## src/rtl/add4_seq_accum.sv

```systemverilog
// rtl/add4_seq_accum.sv - burst accumulator that drives and consumes an external 4-bit adder
module add4_seq_accum #(
    parameter int CNT_W = 4
) (
    input  logic               clk,
    input  logic               rst,
    input  logic [3:0]         in_data,
    input  logic               in_valid,
    input  logic               in_last,
    output logic               in_ready,
    output logic [3:0]         adder_a,
    output logic [3:0]         adder_b,
    input  logic [3:0]         adder_s,
    input  logic               adder_co,
    output logic [CNT_W+3:0]   out_sum,
    output logic [CNT_W-1:0]   out_beats,
    output logic               out_ovf,
    output logic               out_valid,
    input  logic               out_ready
);

    typedef enum logic [1:0] {
        S_IDLE  = 2'd0,
        S_ACCUM = 2'd1,
        S_DONE  = 2'd2
    } state_t;

    localparam logic [CNT_W-1:0] CNT_ONE  = {{(CNT_W-1){1'b0}}, 1'b1};
    localparam logic [CNT_W-1:0] CNT_ZERO = '0;

    state_t           state;
    state_t           state_nxt;
    logic [3:0]       acc;
    logic [CNT_W-1:0] carry_cnt;
    logic [CNT_W-1:0] beats;
    logic             ovf;
    logic             beat_fire;
    logic             out_fire;

    assign in_ready  = (state != S_DONE);
    assign out_valid = (state == S_DONE);
    assign beat_fire = in_valid & in_ready;
    assign out_fire  = out_valid & out_ready;

    // B is forced to zero while holding a result so the adder sees a quiet operand
    assign adder_a = acc;
    assign adder_b = (state == S_DONE) ? 4'b0000 : in_data;

    assign out_sum   = {carry_cnt, acc};
    assign out_beats = beats;
    assign out_ovf   = ovf;

    always_ff @(posedge clk or posedge rst) begin
        if (rst) begin
            state <= S_IDLE;
        end else begin
            state <= state_nxt;
        end
    end

    always_comb begin
        state_nxt = state;
        case (state)
            S_IDLE: begin
                if (beat_fire) begin
                    state_nxt = in_last ? S_DONE : S_ACCUM;
                end
            end
            S_ACCUM: begin
                if (beat_fire && in_last) begin
                    state_nxt = S_DONE;
                end
            end
            S_DONE: begin
                if (out_fire) begin
                    state_nxt = S_IDLE;
                end
            end
            default: state_nxt = S_IDLE;
        endcase
    end

    // Result registers clear on the output handshake so the next burst starts from zero
    always_ff @(posedge clk or posedge rst) begin
        if (rst) begin
            acc       <= 4'b0000;
            carry_cnt <= CNT_ZERO;
            beats     <= CNT_ZERO;
            ovf       <= 1'b0;
        end else if (out_fire) begin
            acc       <= 4'b0000;
            carry_cnt <= CNT_ZERO;
            beats     <= CNT_ZERO;
            ovf       <= 1'b0;
        end else if (beat_fire) begin
            acc <= adder_s;
            if (adder_co) begin
                carry_cnt <= carry_cnt + CNT_ONE;
                if (&carry_cnt) begin
                    ovf <= 1'b1;
                end
            end
            if (!(&beats)) begin
                beats <= beats + CNT_ONE;
            end
        end
    end

endmodule
```

## config.mk

```make
export PLATFORM = sky130hd
export DESIGN_NAME = add4_seq_accum
export DESIGN_NICKNAME = d
export VERILOG_FILES = /design/src/rtl/add4_seq_accum.sv
export SDC_FILE = /design/constraint.sdc
export NUM_CORES = 1
export LEC_CHECK = 0
export CAP_MARGIN = 0
export CORE_UTILIZATION = 40
export CTS_CLUSTER_DIAMETER = 40
export DETAILED_ROUTE_END_ITERATION = 10
export GPL_TIMING_DRIVEN = 0
export PLACE_DENSITY = 0.83
export SYNTH_ARGS = -nofsm -noshare
export SYNTH_HDL_FRONTEND = slang
export SYNTH_SLANG_ARGS = --single-unit
```

## constraint.sdc

```tcl
create_clock -name clk -period 2.1 [get_ports clk]
set_clock_uncertainty 0.05 [all_clocks]
set_input_delay 0.315 -clock clk [delete_from_list [all_inputs] [get_ports clk]]
set_output_delay 0.315 -clock clk [all_outputs]
set_load 0.05 [all_outputs]
```

==> impl_metrics.yaml <==
worst_hold_path:
  hold_class: "in -> reg"
  hp-start: "in_valid"
  whs_endpoint: "carry_cnt[1]"
  holdPathStages: 3
synthesis:
  syn_inst: 75
  yosysMostFrequentCell: "dfrtp_1"
  synth-seq-cells: 15
  synth_top_area_share_pct: 49.3
  synth_largest_area_cell: "dfrtp_1"
  synthTopCellsByArea: "dfrtp_1, mux2i_1, a22o_1, and2_1, buf_4"
  yosys-top-cells-count: "dfrtp_1, nand2_1, and2_1, nand3_1"
  yosysSeqAreaShare_pct: 49.3
  synth_warnings: 0
  async_flop_share_pct: 100
  syn-cell-area_um2: 762
  synth_edf_count: 0
  synth_flop_cell: "dfrtp_1"
  syn_nets: 91
  ys_types: 27
  syn_area_per_cell_um2: 10.2
finish:
  final_area_um2: 1150
  antenna_cells: 0
  final_layout_size_suffix_gt1_share_pct: 14.9
  nets: 131
  areaGrowthSynthToFinish_pct: 50.7
  final_core_util_pct: 65.1
setup_path:
  cp_max_fo: 10
  rr_worst_depth: 3
  cp-start-kind: "flip-flop"
  cp_cell_sequence: "nand2b_4 > buf_2 > dlygate4sd2_1"
  rr_endpoint: "adder_a[2]"
  cp_slowest_cell: "dlygate4sd2_1"
  arrival_ns: 1.58
  required_ns: 1.74
  r2r-start: "state[0]"
  max_stage_delay_ns: 0.55
  cp-end-kind: "output port"
  rrSetupSlack_ns: 0.74
  crit_type: "reg -> out"
pwr:
  p_total_mw: 1.41
  ir_worst_vdd_mv: 0.923
  leakagePower_nw: 0.526
  power_density_nw_per_um2: 1230
global_routing:
  grt_overflow_total: 0
  grt_max_degree: 16
  grt_use_met1_pct: 25.7
  grtUsageMet3_pct: 3.97
  antenna_found_initial: 0
  busiest_layer: "met2"
  grt_use_total_pct: 20.1
  grt_pass1_vias: 694
  grt_pass1_wl_mm: 2.99
  use_met2_pct: 33.4
clocking:
  clk_latency_ns: 0.29
  cts_buffers: 3
  cts_buffer_depth: 2
  postCtsHoldBufs: 0
  path_clk_slew_ns: 0.09
  cts_tree: "yes"
  htree_levels: 1
  clock-sinks: 15
  postCtsSetupRepairBufs: 0
  root_buffer: "clkbuf_4"
placement:
  dp_hpwl_mm: 1.44
  place_congestion: 0.770
  io_buffers: 35
  place_area_um2: 1140
  post-place-ws_ns: 0.0602
timing:
  relSlewSlack_pct: 61.2
  worst_slew_pin_slew_ns: 0.582
  final.setup.worst_slack_ns: 0.159
  maxSlewViolCount: 0
  period_needed_ns: 1.94
  setup_viol: 0
  tns_ns: 0
  hold_violations: 0
  fmax_ghz: 0.515
  fin_crit_sh_pct: 92.5
  rsz0062_at_grt: "no"
routing:
  wire_per_inst_um: 13.3
  route.detailed.drc: 0
  vias: 700
  viasPerCell: 5.04
  wl_mm: 1.84
  ant_nets: 0
  drt_iter0_markers: 11
  drt-pass1-iter-count: 4
floorplan:
  die_h_um: 45.6
  std_cell_rows: 15
  core_area_um2: 1760
  die_w_um: 45.6
  die_area_um2: 2080
  io_pins: 37
  start_util_pct: 43.2
outcome:
  status: "complete, no violations"
job:
  cap_violations: 0
## cell usage in the layout (no fill, tap or decap), types with 3 or more instances in the layout
| cell type | n |
|---|---|
| mux2i_1 | 4 |
| nand2_1 | 7 |
| dfrtp_1 | 15 |
| clkdlybuf4s50_1 | 29 |
| clkbuf_4 | 3 |
| a22o_1 | 4 |
| o21ai_0 | 3 |
| nand3_1 | 5 |
| inv_1 | 3 |
| and2_1 | 5 |
| buf_4 | 4 |
| clkbuf_2 | 4 |
## what timing repair did
item	in CTS	in global routing
endpoints found under the setup margin	6	4
pin swaps	0	0
resized for setup	6	8
## cells by family (layout without fill, tap and decap cells)
kind of cell / count (synthesis) / count (layout) / share of synthesized area [%]
simple gates: 29 / 29 / 20.9
compound gates: 15 / 15 / 14.1
flops: 15 / 15 / 49.3
buf+inv: 10 / 49 / 7.22
mux: 4 / 4 / 5.25
fa+ha+maj: 2 / 2 / 3.28
## how the worst max path moves through the flow
stage / cells after the start / from / slack [ns] / to
2_1_floorplan: 3 / state[1] / 0.43 / adder_b[0]
3_3_place_gp: 3 / in_data[1] / 0.07 / adder_b[1]
3_5_place_dp: 3 / in_data[3] / 0.06 / adder_b[3]
4_1_cts: 4 / state[1] / 0.02 / adder_b[3]
5_1_grt: 3 / state[1] / 0.07 / in_ready
6_report: 3 / state[1] / 0.16 / in_ready
## final cells by class
type / instances / area (µm²)
buffer: 6 / 40.0
clock inverter: 1 / 5.00
tap: 25 / 31.3
sequential: 15 / 375
fill: 160 / 616
timing repair buffer: 35 / 328
inverter: 4 / 15.0
clock buffer: 3 / 22.5
multi-input combinational: 50 / 332
## worst max-delay path: cells and delay by family, from the launching register on
kind                   cells  cell delay (ns)
AND/OR/NAND/NOR            1             0.10
buffers and inverters      2             0.75
flip-flops                 1             0.44
## flip-flops by register name (all words and copies together), names as in the netlist
register,count
out_beats,4
adder_a,4
out_ovf,1
state,2
carry_cnt,4
## power breakdown
part / internal (mW) / switching, mW
Clock: 0.0708 / 0.0971
Sequential: 0.370 / 0.0931
Combinational: 0.279 / 0.504
## per-stage QoR
stage	instances	hold WS [ns]
global placement	135	0.424
CTS	139	0.317
detailed placement	135	0.457
finish	139	0.314
global route	139	0.329
floorplan	75	0.166
## layer usage
metal / up-vias / wire, µm / share of wire [%]
met5: - / 0 / 0
met4: 0 / 25 / 1.4
met3: 3 / 57 / 3.1
met2: 16 / 963 / 52
met1: 338 / 797 / 43
li1: 343 / - / -
Power figures use the tool's default switching activity.
